## config.mk

```make
export PLATFORM = sky130hd
export DESIGN_NAME = cpu_core
export DESIGN_NICKNAME = d
export VERILOG_FILES = /design/src/rtl/cpu_core.sv
export SDC_FILE = /design/constraint.sdc
export NUM_CORES = 1
export LEC_CHECK = 0
export CAP_MARGIN = 15
export CORE_MARGIN = 3
export CORE_UTILIZATION = 51
export CTS_CLUSTER_DIAMETER = 50
export CTS_CLUSTER_SIZE = 10
export DETAILED_ROUTE_END_ITERATION = 10
export PLACE_DENSITY = 0.78
export SLEW_MARGIN = 15
export SYNTH_ARGS = -nofsm -noshare
export SYNTH_HDL_FRONTEND = slang
export SYNTH_SLANG_ARGS = --single-unit
```

## constraint.sdc

```tcl
create_clock -name clk -period 3.59 [get_ports clk]
set_input_delay 1.077 -clock clk [delete_from_list [all_inputs] [get_ports clk]]
set_output_delay 1.077 -clock clk [all_outputs]
set_load 0.03 [all_outputs]
```

## src/rtl/cpu_core.sv

```systemverilog
// cpu_core: multi-cycle accumulator CPU with one shared memory port.
// Instruction fetch, operand fetch and data access all go through the same
// req/ack port. The handshake can stall for any number of cycles.
//   clk, rst            : rising-edge clock, synchronous active-high reset
//   mem_addr/req/we     : request address, request valid, write enable
//   mem_wdata           : store data (always the A register)
//   mem_rdata/mem_ack   : read data, and the cycle in which the request completes
//   halted, acc, pc_out : debug view of the HALT state, the A register and the PC
module cpu_core #(
   parameter int unsigned DATA_W   = 8,
   parameter int unsigned ADDR_W   = 8,
   parameter int unsigned RESET_PC = 1
) (
   input  logic              clk,
   input  logic              rst,
   output logic [ADDR_W-1:0] mem_addr,
   output logic              mem_req,
   output logic              mem_we,
   output logic [DATA_W-1:0] mem_wdata,
   input  logic [DATA_W-1:0] mem_rdata,
   input  logic              mem_ack,
   output logic              halted,
   output logic [DATA_W-1:0] acc,
   output logic [ADDR_W-1:0] pc_out
);

   localparam logic [ADDR_W-1:0] PC_RST = ADDR_W'(RESET_PC);

   localparam logic [3:0] OP_LDA  = 4'h1, OP_LDB = 4'h2, OP_ADDI = 4'h3,
                          OP_ADDB = 4'h4, OP_SUBI = 4'h5, OP_SUBB = 4'h6,
                          OP_STA  = 4'h7, OP_LDM = 4'h8, OP_JMP  = 4'h9,
                          OP_JZ   = 4'hA, OP_JC  = 4'hB, OP_HALT = 4'hC;

   typedef enum logic [2:0] {S_FETCH, S_DECODE, S_OPERAND, S_MEM, S_HALT} state_t;

   state_t            state_q, state_d;
   logic [ADDR_W-1:0] pc_q, pc_d;
   logic [DATA_W-1:0] a_q, a_d, b_q, b_d, ir_q, ir_d, opr_q, opr_d;
   logic              z_q, z_d, c_q, c_d;

   logic [3:0]        op;
   logic [DATA_W-1:0] alu_opnd;
   logic [DATA_W:0]   add_res, sub_res;
   logic [ADDR_W-1:0] rd_addr, opr_addr;
   logic              unused_bits;

   // Address operands are truncated or zero-extended to ADDR_W.
   assign rd_addr     = ADDR_W'(mem_rdata);
   assign opr_addr    = ADDR_W'(opr_q);
   assign unused_bits = ^{ir_q, opr_q};

   assign op = ir_q[3:0];

   // Register-operand ops execute in DECODE. Immediate ops execute on the
   // OPERAND ack, and take their operand straight from the read bus.
   // The extra top bit holds the carry for an add, or the borrow for a subtract.
   assign alu_opnd = (state_q == S_DECODE) ? b_q : mem_rdata;
   assign add_res  = {1'b0, a_q} + {1'b0, alu_opnd};
   assign sub_res  = {1'b0, a_q} - {1'b0, alu_opnd};

   always_comb begin
      state_d = state_q;
      pc_d    = pc_q;
      a_d     = a_q;
      b_d     = b_q;
      ir_d    = ir_q;
      opr_d   = opr_q;
      z_d     = z_q;
      c_d     = c_q;
      case (state_q)
         S_FETCH: if (mem_ack) begin
            ir_d    = mem_rdata;
            pc_d    = pc_q + 1'b1;
            state_d = S_DECODE;
         end
         S_DECODE: begin
            state_d = S_FETCH;
            case (op)
               OP_ADDB: begin
                  a_d = add_res[DATA_W-1:0];
                  c_d = add_res[DATA_W];
                  z_d = (a_d == '0);
               end
               OP_SUBB: begin
                  a_d = sub_res[DATA_W-1:0];
                  c_d = sub_res[DATA_W];
                  z_d = (a_d == '0);
               end
               OP_HALT: state_d = S_HALT;
               OP_LDA, OP_LDB, OP_ADDI, OP_SUBI, OP_STA, OP_LDM,
               OP_JMP, OP_JZ, OP_JC: state_d = S_OPERAND;
               default: ;
            endcase
         end
         S_OPERAND: if (mem_ack) begin
            opr_d   = mem_rdata;
            pc_d    = pc_q + 1'b1;
            state_d = S_FETCH;
            case (op)
               OP_LDA: begin
                  a_d = mem_rdata;
                  z_d = (a_d == '0);
               end
               OP_LDB: b_d = mem_rdata;
               OP_ADDI: begin
                  a_d = add_res[DATA_W-1:0];
                  c_d = add_res[DATA_W];
                  z_d = (a_d == '0);
               end
               OP_SUBI: begin
                  a_d = sub_res[DATA_W-1:0];
                  c_d = sub_res[DATA_W];
                  z_d = (a_d == '0);
               end
               OP_STA, OP_LDM: state_d = S_MEM;
               OP_JMP: pc_d = rd_addr;
               OP_JZ:  if (z_q) pc_d = rd_addr;
               OP_JC:  if (c_q) pc_d = rd_addr;
               default: ;
            endcase
         end
         S_MEM: if (mem_ack) begin
            state_d = S_FETCH;
            if (op == OP_LDM) begin
               a_d = mem_rdata;
               z_d = (a_d == '0);
            end
         end
         default: ;  // S_HALT: only reset leaves
      endcase
   end

   always_ff @(posedge clk) begin
      if (rst) begin
         state_q <= S_FETCH;
         pc_q    <= PC_RST;
         a_q     <= '0;
         b_q     <= '0;
         ir_q    <= '0;
         opr_q   <= '0;
         z_q     <= 1'b0;
         c_q     <= 1'b0;
      end else begin
         state_q <= state_d;
         pc_q    <= pc_d;
         a_q     <= a_d;
         b_q     <= b_d;
         ir_q    <= ir_d;
         opr_q   <= opr_d;
         z_q     <= z_d;
         c_q     <= c_d;
      end
   end

   // Port outputs come only from registered state, so they hold steady
   // across wait cycles. The only exception is the rst gate on req/we.
   always_comb begin
      mem_req = 1'b0;
      mem_we  = 1'b0;
      if (!rst) begin
         case (state_q)
            S_FETCH, S_OPERAND: mem_req = 1'b1;
            S_MEM: begin
               mem_req = 1'b1;
               mem_we  = (op == OP_STA);
            end
            default: ;
         endcase
      end
   end

   assign mem_addr  = (state_q == S_MEM) ? opr_addr : pc_q;
   assign mem_wdata = a_q;
   assign halted    = (state_q == S_HALT);
   assign acc       = a_q;
   assign pc_out    = pc_q;

endmodule
```

## After elaboration in Yosys (flattened, before gate mapping)

Index checks and enable logic that the tools add are counted.

- Bits in registers: 41
- Output and inout bits: 35
- Logic and storage cells: 86

- Add/sub/neg operators: 3
- Equality and inequality tests: 23
- Muxes and demuxes: 34
- Reduce and logical (&&, ||, !) cells: 18

Operators with widths:

| cell | count |
|---|---|
| $mux 8 | 9 |
| $pmux 8 s3 | 3 |
| $pmux 8 s2 | 2 |
| $logic_not 8->1 | 3 |
| $eq 4x4->1 const B | 5 |
| $eq 4x3->1 const B | 4 |
| $pmux 3 s4 | 1 |
| $add 8x8->9 | 1 |
| $mux 3 | 3 |
| $reduce_or 9->1 | 1 |
| $sub 8x8->9 | 1 |
| $add 8x1->8 const B | 1 |
| $eq 4x2->1 const B | 2 |
| $mux 1 | 8 |
| $ne 2x2->1 const B | 4 |
| $pmux 1 s2 | 4 |
| $reduce_and 4->1 | 2 |
| $eq 3x2->1 const B | 2 |
| $ne 3x1->1 const B | 2 |
| $pmux 1 s3 | 2 |
| $pmux 3 s2 | 1 |
| $reduce_and 3->1 | 2 |
| $reduce_and 6->1 | 1 |
| $eq 4x1->1 const B | 1 |
| 11 further kinds | 13 |

## Depth between registers and ports, before layout

Gate-level depths: netlist of the first run.

- Word-level depth: 7
- Gate-level depth with buffers: 14
- Gate-level depth less buffers: 13

## Least setup slack after synthesis of the first run

OpenSTA, ideal clock, no wires.

- Path kind: register -> register
- From: register state_q[0]
- To: register a_q[6], in the netlist acc[6]
- Library setup time: 0.133 ns
- Arrival: 3.264 ns
- Path slack: 0.194 ns
- Cell stages (with the launch flop): 14
- Path buffers: 1
- Period minus slack after synthesis: 3.396 ns
- Cells stage by stage: dfxtp_1 > inv_1 > clkbuf_1 > nor3_2 > mux2_2 > ha_1 > fa_1 > o21bai_1 > a21oi_1 > or4_1 > nand3_1 > o221ai_1 > a221oi_1 > nor3_1

- Word-level cells in the longest chain between the ends: 6
- Elaborated cells on any way between the ends: 17
- Those cells by class: add/sub: 2; eq/ne: 8; mux: 5; reduce/logical: 2

Ends and longest elaborated chain:

| element | line | source |
|---|---|---|
| from (decl) | 36 | `state_t state_q, state_d;` |
| from (signal assigned) | 144 | `state_q <= state_d;` |
| $eq 3x1->1 | 57, 70 |  |
| $mux 8 | 57 | `assign alu_opnd = (state_q == S_DECODE) ? b_q : mem_rdata;` |
| $sub 8x8->9 / $add 8x8->9 (equally long branches) | 59, 58 |  |
| $pmux 8 s3 | 99 | `case (op)` |
| $mux 8 | 95 | `S_OPERAND: if (mem_ack) begin` |
| $pmux 8 s3 | 70 | `case (state_q)` |
| to (signal assigned) | 137 | `a_q <= '0;` |
| to (signal assigned) | 146 | `a_q <= a_d;` |
| to (decl) | 38 | `logic [DATA_W-1:0] a_q, a_d, b_q, b_d, ir_q, ir_d, opr_q, opr_d;` |

Several ways; a longest one is shown, not always the timed one. The select of a mux whose other input is x is not followed.
A chain may end at the register's enable or synchronous reset.

## Final worst setup path of the first run

- From: input mem_rdata[0]
- To: register a_q[6], in the netlist acc[6]

- Word-level cells in the longest chain between the ends: 5
- Elaborated cells on any way between the ends: 7
- Those cells by class: add/sub: 2; mux: 5

Ends and longest elaborated chain:

| element | line | source |
|---|---|---|
| from (decl) | 20 | `input logic [DATA_W-1:0] mem_rdata,` |
| $mux 8 * | 57 |  |
| $sub 8x8->9 / $add 8x8->9 (equally long branches) | 59, 58 |  |
| $pmux 8 s3 | 99 |  |
| $mux 8 | 95 |  |
| $pmux 8 s3 * | 70 |  |

Mark *: on every way between the ends. The rest lies on a longest branch, timed or not. The select of a mux whose other input is x is not followed.

==> key figures, run 1 <==
Status
  • Status: finished clean

STA
  • Fin crit share: 0.974
  • Post-Route Setup TNS: 0 ns
  • Hold slack final: 0.462 ns
  • Worst-Margin Slew: 0.730 ns
  • Crit path time final: 3.50 ns
  • RSZ-0062 raised after global routing: true
  • Final setup viols: 0
  • Fmax: 0.286 GHz
  • Slew Limit Fails: 0
  • Final WS setup: 0.0918 ns
  • Slew HR: 0.510
  • Clock Skews: 0.00801 ns
  • Final number of hold-violating endpoints: 0

Routing
  • Iteration-0 DRC Markers: 319
  • Drt total wl: 9.81 mm
  • Detail Route Antenna Nets: 0
  • First-pass DRT Iterations: 5
  • Routed length per instance: 17.0 um
  • DR vias: 3549
  • DRC: 0
  • Vias/cell: 6.14

Pwr
  • Max IR drop VDD: 0.203 mV
  • Pwr dens: 285 nW/um2
  • Lkg Pwr: 1.66 nW

Worst setup path
  • Slowest-stage cell, CP: clkdlybuf4s50_1
  • Max incr delay on CP: 0.42 ns
  • CP Data Required Time: 3.78 ns
  • Setup CP Type: in -> reg
  • Setup crit start kind: primary input
  • RR Startpoint: state_q[0]$_SDFFE_PP0P_
  • Crit. End Element: flop
  • CP top delay family: compound AO/OA/AOI/OAI gates
  • CP arrival: 3.69 ns
  • Buf+Inv Stages, Crit Path: 1
  • CP cell instances: clkdlybuf4s50_1 > mux2_2 > ha_1 > fa_2 > o21bai_2 > a21oi_2 > or4_1 > nand3_2 > o221ai_1 > a221oi_2 > nor3_1
  • Worst-path maximum fanout: 3
  • Crit path from: mem_rdata[0]

Global routing
  • Pin count of the biggest net entering global routing: 28
  • First-pass GRT wire length: 15.9 mm
  • GRT Overall Usage: 0.261
  • Initial antenna violation count: 0
  • Vias in the first global route: 3294
  • Gr ovfl total: 0

Placed design
  • Placed insts: 570
  • Final RePlAce weighted congestion: 0.961
  • Number of buffers added on ports: 45
  • Final HPWL DP: 7.33 mm
  • Setup WS pre-CTS: -0.306 ns

Finish
  • Layout Nets: 533
  • # fillers: 584
  • Layout cells sized above 1: 0.186
  • Post-route insts no fill: 578
  • Antenna diode count: 0
  • Area grow syn2layout: 22.3%

Floorplanning
  • Number of placement rows: 29
  • Die Width: 87.5 um
  • Initial Util: 0.531
  • I/O Pins: 46
  • Placeable Area: 6390 um2
  • Die Y-Extent: 87.5 um
  • Die ar.: 7660 um2

Yosys
  • Register area share after synthesis: 0.242
  • Count leader, synth: nor2_1
  • Synthesis Warnings: 0
  • EDFF count, synth: 0
  • Flops & latches, synth: 41
  • Synthesized area: 3390 um2
  • Avg Inst Size Synth: 7.64 um2
  • Yosys cell types: 65
  • Most frequent cells after synthesis: 55 x nor2_1, 46 x nand2_1, 41 x dfxtp_1
  • Area fraction of the dominant cell type after synthesis: 0.242
  • Synth area leader: dfxtp_1
  • Top post-synthesis cells by area: dfxtp_1 24%, ha_1 7.4%, nor2_1 6.1%
  • Post-Syn Instances: 444
  • Ys flop type: dfxtp_1
  • FFs w/ async S/R, synth: 0
  • Post-synthesis net count: 477

CTS
  • CTS tree: built
  • CTS Buf Count: 5
  • Root buf cell: clkbuf_8
  • CTS H-Tree Depth: 2
  • Clock latency on the worst-skew pair: 0.31 ns
  • Clock buffer depth: 2
  • Clk slew on worst S/H paths: 0.09 ns
  • Clk sinks: 41

Run
  • Max capacitance violation total: 0

Hold path
  • Hold_sp: opr_addr[4]$_SDFFE_PP0P_
  • Hold Path Class: reg -> reg
-- layout by cell type, fill, tap and decap left out, types with 16 or more instances in the layout --
| cell | n |
|---|---|
| ha_1 | 20 |
| nor2_1 | 55 |
| nand2_1 | 46 |
| buf_4 | 45 |
| clkdlybuf4s50_1 | 35 |
| mux2i_1 | 16 |
| dfxtp_1 | 41 |
| a21oi_1 | 32 |
| inv_1 | 22 |
-- path summary, 6_finish.rpt --
path | endpoint | slack, ns | cells past startpoint
setup / recovery | acc[6]$_SDFFE_PP0P_ | 0.09 | 11
hold / removal | opr_addr[4]$_SDFFE_PP0P_ | 0.46 | 2
setup reg to reg | acc[6]$_SDFFE_PP0P_ | 0.56 | 12
hold reg to reg | opr_addr[4]$_SDFFE_PP0P_ | 0.46 | 2
-- state kept, by name (all words and copies together) (netlist names) --
| signal | count |
|---|---|
| acc | 8 |
| b_q | 8 |
| c_q | 1 |
| ir_q | 4 |
| opr_addr | 8 |
| pc_out | 8 |
| state_q | 3 |
| z_q | 1 |
-- layout make-up --
cell class                      instances  area [um2]  share of cell area
Clock buffer                            6        82.6              0.0199
Clock inverter                          2        13.8             0.00332
Inverter                               23        86.3              0.0208
Multi-Input combinational cell        349        2360               0.569
Sequential cell                        41         821               0.198
Tap cell                               77        96.3              0.0232
Timing Repair Buffer                   80         688               0.166
-- routing by layer --
| layer | vias up | GRT usage | wire, um |
|---|---|---|---|
| li1 | 1686 | - | - |
| met1 | 1652 | 0.350 | 4220 |
| met2 | 185 | 0.429 | 4720 |
| met3 | 26 | 0.0376 | 652 |
| met4 | 0 | 0.0907 | 225 |
| met5 | - | 0 | 0 |
-- power by group --
part	leakage [nW]	switching, mW	internal [mW]
Clock	0.0512	0.176	0.156
Combinational	1.27	0.209	0.158
Sequential	0.332	0.0201	0.466
Total	1.66	0.405	0.779
-- metrics by stage --
step | utilization | instance area, um2 | total power, mW
floorplan | - | 3390 | 0.721
global placement | 0.628 | 4010 | 0.838
detailed placement | 0.628 | 4010 | 0.847
CTS | 0.643 | 4100 | 1.17
global route | 0.649 | 4150 | 1.24
finish | 0.649 | 4150 | 1.18
-- cells by family after synthesis --
logic type	share of synthesized area
buf+inv	0.0749
flops	0.242
xor+xnor	0.0207
fa+ha+maj	0.0856
compound gates	0.234
simple gates	0.245
mux	0.0970
-- repair_timing --
item | CTS | global route
resized for setup | 0 | 9
buffers inserted | 0 | 0
hold buffers | 0 | 0
endpoints found under the setup margin | 0 | 3
-- worst min-delay path: stages, from the launching register on --
cell,delay [ns]
dfxtp_1,0.32
nand2_1,0.05
a21oi_1,0.05
Power figures use the tool's default switching activity.
==> run 2: changes to the inputs <==
ABC_AREA = 1   (was default)
RECOVER_POWER = 50   (was default)
==> run 2 against run 1 <==
  * Largest power group is now combinational cells
  * Highest routed layer unchanged
  * Clock-buffer cell count rose by 1
  * Routed wire length rose by 0.77%
  * Die area grew 1.5%
  * Synthesized cell count rose by 25%
  * Flip-flop and latch count unchanged
  * Utilization is 1.6 points lower
  * Critical path depth fell by 6
  * Worst setup slack better by 0.27 ns
  * Area after synthesis is 1.6% higher
  * Combinational power rose to 2.5 times the previous value
  * Via count grew 9.4%
==> key figures, run 2 <==
Routing
  • Vias/cell: 5.69 (-7.3%)
  • Iteration-0 DRC Markers: 261 (-18%)
  • Drt total wl: 9.89 mm (+0.77%)
  • First-pass DRT Iterations: 5 (unchanged)
  • Detail Route Antenna Nets: 0 (unchanged)
  • Routed length per instance: 14.5 um (-15%)
  • DR vias: 3882 (+9.4%)
  • DRC: 0 (unchanged)

CTS
  • CTS Buf Count: 5 (unchanged)
  • Clk slew on worst S/H paths: 0.08 ns (about the same)
  • Root buf cell: clkbuf_8
  • Clock latency on the worst-skew pair: 0.30 ns (about the same)
  • Setup Fix Bufs, Post-CTS: 0 (unchanged)
  • CTS tree: built
  • Clk sinks: 41 (unchanged)
  • CTS H-Tree Depth: 2 (unchanged)
  • # hold bufs at CTS: 0 (unchanged)
  • Clock buffer depth: 2 (unchanged)
  • Cts repair resizes: 0 (unchanged)

STA
  • Final setup viols: 0 (unchanged)
  • Hold slack final: 0.458 ns (-0.00390 ns)
  • Final number of hold-violating endpoints: 0 (unchanged)
  • Fin crit share: 0.899 (-0.0754)
  • RSZ-0062 raised after global routing: false
  • Clock Skews: 0.00588 ns (-0.00212 ns)
  • Slew HR: 0.235 (-0.275)
  • Final WS setup: 0.363 ns (+0.271 ns)
  • Worst-Margin Slew: 1.14 ns (+0.413 ns)
  • Crit path time final: 3.23 ns (-0.271 ns)
  • Slew Limit Fails: 0 (unchanged)
  • Fmax: 0.310 GHz (+8.4%)

Floorplanning
  • Die ar.: 7780 um2 (+1.5%)
  • Initial Util: 0.533 (+0.00236)
  • Number of placement rows: 29 (unchanged)
  • Die Width: 88.2 um (+0.73%)
  • I/O Pins: 46 (unchanged)
  • Die Y-Extent: 88.2 um (+0.73%)
  • Placeable Area: 6460 um2 (+1.1%)

Finish
  • Area grow syn2layout: 18.8%
  • Most frequent cells in the layout: 132 x nand2_1, 80 x inv_1, 51 x nor2_1
  • Fin util: 0.633 (-0.0160)
  • Layout Nets: 637 (+20%)
  • Layout cells sized above 1: 0.111 (-0.0749)
  • Area of the multi-input gates: 2140 um2 (-9.4%)
  • # fillers: 634 (+8.6%)
  • Most common cell after layout, fill and taps aside: nand2_1
  • Reg area: 821 um2 (unchanged)
  • Antenna diode count: 0 (unchanged)

Pwr
  • Tot Pwr: 1.86 mW (+57%)
  • Max IR drop VDD: 0.266 mV (+31%)
  • Part of the power in the clock network: 0.209 (-0.071)
  • Pwr dens: 454 nW/um2 (+59%)
  • Internal power: 1.05 mW (+35%)
  • Sequential share of power: 0.294 (-0.116)
  • Switch share: 0.435 (+0.0936)
  • Switching power: 0.809 mW (+100%)
  • Logic pwr share: 0.497 (+0.188)
  • Lkg Pwr: 1.95 nW (+18%)

Yosys
  • Synth area leader: dfxtp_1
  • Most frequent cells after synthesis: 132 x nand2_1, 80 x inv_1, 50 x nor2_1
  • Synthesized area: 3440 um2 (+1.6%)
  • Synthesis Warnings: 0 (unchanged)
  • FFs w/ async S/R, synth: 0 (unchanged)
  • Top post-synthesis cells by area: dfxtp_1 24%, nand2_1 14%, inv_1 8.7%
  • Post-Syn Instances: 556 (+25%)
  • Yosys cell types: 37 (-43%)
  • Post-synthesis net count: 589 (+23%)
  • Count leader, synth: nand2_1
  • Ys flop type: dfxtp_1
  • Area fraction of the dominant cell type after synthesis: 0.238 (-0.00378)
  • Flops & latches, synth: 41 (unchanged)
  • EDFF count, synth: 0 (unchanged)
  • Avg Inst Size Synth: 6.20 um2 (-19%)
  • Register area share after synthesis: 0.238 (-0.00378)

Global routing
  • Gr ovfl total: 0 (unchanged)
  • Initial antenna violation count: 0 (unchanged)
  • Pin count of the biggest net entering global routing: 25 (-11%)
  • First-pass GRT wire length: 16.6 mm (+4.0%)
  • Vias in the first global route: 3618 (+9.8%)
  • GRT Overall Usage: 0.264 (+0.00242)

Placed design
  • Final RePlAce weighted congestion: 0.952 (-0.96%)
  • Number of buffers added on ports: 45 (unchanged)
  • Final HPWL DP: 7.63 mm (+4.2%)
  • Setup WS pre-CTS: -0.113 ns (+0.193 ns)

Hold path
  • Hold Path Class: reg -> reg

Worst setup path
  • Worst-path maximum fanout: 20 (+17)
  • Crit. End Element: flop
  • Setup CP Type: in -> reg
  • Setup crit start kind: primary input
  • CP arrival: 3.41 ns (-0.28 ns)
  • CP Data Required Time: 3.77 ns (about the same)

Run
  • Max capacitance violation total: 0 (unchanged)

Status
  • Status: finished clean
==> run 2: changes by cell type after synthesis, sizes merged, moves of 6 or more <==
cell / before / now
nand3: 11 / 39
o21ai: 18 / 58
nor2b: 6 / 0
nor3: 14 / 3
mux2: 15 / 0
mux2i: 16 / 0
nand2b: 13 / 0
nand2: 47 / 135
o21bai: 6 / 0
buf: 19 / 13
inv: 22 / 94
==> run 2: path summary, 6_finish.rpt <==
path / from / end / slack (ns) / cells after the start
max: rst / acc[1]$_SDFFE_PP0P_ / 0.36 / 5
min: opr_addr[1]$_SDFFE_PP0P_ / opr_addr[1]$_SDFFE_PP0P_ / 0.46 / 2
max reg2reg: state_q[0]$_SDFFE_PP0P_ / z_q$_SDFFE_PP0P_ / 0.47 / 20
min reg2reg: opr_addr[1]$_SDFFE_PP0P_ / opr_addr[1]$_SDFFE_PP0P_ / 0.46 / 2
==> run 2: power by group through the flow <==
stage	logic (mW)	registers (mW)	clock network, mW
2_1_floorplan	0.614	0.594	0
3_5_place_dp	0.925	0.559	0
6_report	0.923	0.547	0.387
5_1_grt	1.02	0.556	0.413
4_1_cts	0.930	0.549	0.393
3_3_place_gp	0.912	0.558	0
==> run 2: stage by stage <==
stage | cells | cell area [um2] | TNS (ns)
CTS | 682 | 4100 | 0
detailed placement | 674 | 3980 | -0.115
global route | 682 | 4090 | 0
finish | 682 | 4090 | 0
global placement | 674 | 3980 | -0.0494
floorplan | 556 | 3440 | 0
==> run 2: cells by family (layout without fill, tap and decap cells) <==
logic type,count (synthesis),count (layout),synth area share
xor gates and xnor gates,2,2,0.00509
adders and majority gates,22,22,0.0843
AOI/OAI and AO/OA,131,131,0.222
DFF,41,41,0.238
buffers and inverters,117,166,0.140
and+or+nand+nor,243,243,0.310
==> run 2: area by class of cell <==
type                    instances  share of cell area
clock buffers                   7              0.0211
flip-flops and latches         41               0.201
multi-input cells             398               0.522
well taps                      77              0.0235
inverters                      95              0.0890
repair buffers                 63               0.136
clock inverters                 1             0.00734
==> run 2: routing by layer <==
metal,GRT usage,up-vias,share of wire
met5,0,-,0
met3,0.0367,28,0.058
met2,0.430,144,0.46
li1,-,1911,-
met4,0.0893,0,0.030
met1,0.357,1799,0.45
==> run 2: worst max-delay path, cell delays in order <==
cell and delay, ns:
dlygate4sd3_1 0.66, clkbuf_1 0.75, inv_1 0.60, o21ai_1 0.24
a21oi_1 0.08
==> run 3: changes to the inputs <==
CORE_ASPECT_RATIO = 1.25   (was default)
==> run 3 against run 2 <==
  * Sequential power about the same
  * Largest power group unchanged
  * Die area about the same
  * Maximum frequency decreased by 2.2%
  * Via count decreased by 2.3%
  * Hold slack got worse by 0.0076 ns
  * Critical endpoint is now z_q$_SDFFE_PP0P_
  * Highest routed layer unchanged
  * First-iteration DRC count increased by 21%
==> key figures, run 3 (synthesized netlist as in run 2, its figures left out) <==
Routing
  • DR vias: 3794 (-2.3%)
  • Drt total wl: 9.90 mm (about the same)
  • DRC: 0 (unchanged)
  • Routed length per instance: 14.3 um (-1.1%)
  • Detail Route Antenna Nets: 0 (unchanged)
  • Iteration-0 DRC Markers: 316 (+21%)
  • First-pass DRT Iterations: 5 (unchanged)
  • Vias/cell: 5.50 (-3.4%)

STA
  • Slew Limit Fails: 0 (unchanged)
  • RSZ-0062 raised after global routing: false
  • Crit path time final: 3.30 ns (+0.0720 ns)
  • Clock Skews: 0.0166 ns (+0.0107 ns)
  • Fmax: 0.303 GHz (-2.2%)
  • Final setup viols: 0 (unchanged)
  • Final number of hold-violating endpoints: 0 (unchanged)
  • Fin crit share: 0.919 (+0.0201)
  • Slew HR: 0.317 (+0.0823)
  • Worst-Margin Slew: 1.02 ns (-0.119 ns)

Floorplanning
  • Die ar.: 7780 um2 (about the same)
  • Initial Util: 0.541 (+0.00776)
  • Number of placement rows: 32 (+10%)
  • Die Width: 79.5 um (-9.8%)
  • Placeable Area: 6370 um2 (-1.4%)
  • Die Y-Extent: 97.9 um (+11%)
  • I/O Pins: 46 (unchanged)

CTS
  • CTS H-Tree Depth: 2 (unchanged)
  • Root buf cell: clkbuf_8
  • CTS tree: built
  • CTS Buf Count: 5 (unchanged)
  • Setup Fix Bufs, Post-CTS: 0 (unchanged)
  • Clock buffer depth: 2 (unchanged)
  • Clk sinks: 41 (unchanged)
  • Clk slew on worst S/H paths: 0.09 ns (about the same)
  • Clock latency on the worst-skew pair: 0.30 ns (about the same)

Finish
  • Most frequent cells in the layout: 132 x nand2_1, 81 x inv_1, 52 x nor2_1
  • Layout Nets: 637 (unchanged)
  • # fillers: 605 (-4.6%)
  • Fin util: 0.644 (+0.0110)
  • Antenna diode count: 0 (unchanged)
  • Layout cells sized above 1: 0.107 (-0.00331)
  • Design area: 4100 um2 (+0.28%)
  • Most common cell after layout, fill and taps aside: nand2_1
  • Area grow syn2layout: 19.1%

Placed design
  • Number of buffers added on ports: 45 (unchanged)
  • Final HPWL DP: 7.66 mm (+0.40%)
  • DP Area: 3990 um2 (+0.25%)
  • Final RePlAce weighted congestion: 0.938 (-1.5%)

Pwr
  • Lkg Pwr: 1.93 nW (-1.3%)
  • Pwr dens: 470 nW/um2 (+3.5%)
  • Max IR drop VDD: 0.313 mV (+18%)

Worst setup path
  • Crit. End Element: flop
  • CP Data Required Time: 3.84 ns (+0.07 ns)
  • Reg-to-reg endpoint: b_q[1]$_SDFFE_PP0P_
  • RR Startpoint: state_q[2]$_SDFFE_PP0P_
  • Worst-path maximum fanout: 3 (-85%)
  • Setup crit start kind: primary input
  • Setup CP Type: in -> reg
  • R2R depth: 7 (-65%)
  • CP arrival: 3.55 ns (+0.14 ns)
  • R2r setup slk: 0.41 ns (-0.06 ns)

Global routing
  • Vias in the first global route: 3700 (+2.3%)
  • Gr ovfl total: 0 (unchanged)
  • Initial antenna violation count: 0 (unchanged)
  • GRT Overall Usage: 0.263 (-0.000697)
  • Pin count of the biggest net entering global routing: 25 (unchanged)
  • First-pass GRT wire length: 16.7 mm (+0.75%)

Run
  • Max capacitance violation total: 0 (unchanged)

Status
  • Status: finished clean

Hold path
  • Hold endpoint: opr_addr[1]$_SDFFE_PP0P_
  • Hold Path Depth: 2 (unchanged)
  • Hold Path Class: reg -> reg
  • Hold_sp: opr_addr[1]$_SDFFE_PP0P_
[run 3: changes by cell type in the layout (fill, tap and decap cells not counted), sizes merged]
cell           change
clkinv             +1
clkbuf             -2
dlygate4sd3       -13
clkdlybuf4s50     +13
bufinv             +1
[run 3: final cells by class]
type	instances	area [um2]	share of cell area
multi-input combinational	398	2120	0.517
sequential	41	821	0.200
timing repair buffer	63	557	0.136
inverter	95	364	0.0887
tap	85	106	0.0259
clock buffer	5	68.8	0.0168
clock inverter	3	65.1	0.0159
[run 3: worst max-delay path by stage]
stage,startpoint,endpoint,slack (ns)
after floorplan,rst,mem_we,0.54
after global placement,mem_rdata[0],z_q$_SDFFE_PP0P_,-0.06
after detailed placement,mem_rdata[0],z_q$_SDFFE_PP0P_,-0.12
after CTS,mem_rdata[0],z_q$_SDFFE_PP0P_,0.20
after global routing,mem_rdata[0],z_q$_SDFFE_PP0P_,0.06
final,mem_rdata[0],z_q$_SDFFE_PP0P_,0.29
[run 3: critical path, cell delays in order]
cell             delay [ns]
clkdlybuf4s50_1        0.49
inv_1                  0.06
o21ai_1                0.28
ha_1                   0.23
inv_1                  0.06
fa_1                   0.39
inv_1                  0.09
nand2_1                0.07
nand2_1                0.05
nand2_1                0.04
nand2_1                0.07
nand3_1                0.07
nor2_1                 0.13
nand3_1                0.09
nand3_1                0.10
nand2_1                0.07
inv_1                  0.06
nor2_1                 0.03
nor2_1                 0.07
[run 3: routing by layer]
metal,GRT usage,part of all wire,vias to the layer above
met4,0.115,0.023,0
met5,0,0,-
li1,-,-,1909
met1,0.332,0.44,1717
met3,0.0341,0.046,23
met2,0.442,0.49,145
[run 3: what timing repair did]
item                                    CTS  global route
endpoints found under the setup margin    0             1
hold buffers                              0             0
resized for setup                         0             1
[run 3: report_power, final]
group          leakage [nW]  internal [mW]  total, mW  switching, mW
combinational          1.52          0.336      0.937          0.601
clock                0.0681          0.276      0.445          0.169
sequential            0.335          0.494      0.546         0.0514
[run 3: stage by stage]
stage / std cells / TNS, ns / setup WS, ns / total power [mW] / hold WS, ns
global placement: 682 / -0.0557 / -0.0557 / 1.47 / 0.443
global route: 690 / 0 / 0.0631 / 2.07 / 0.485
finish: 690 / 0 / 0.291 / 1.93 / 0.451
floorplan: 556 / 0 / 0.541 / 1.21 / 0.425
CTS: 690 / 0 / 0.202 / 1.94 / 0.455
detailed placement: 682 / -0.181 / -0.116 / 1.49 / 0.444
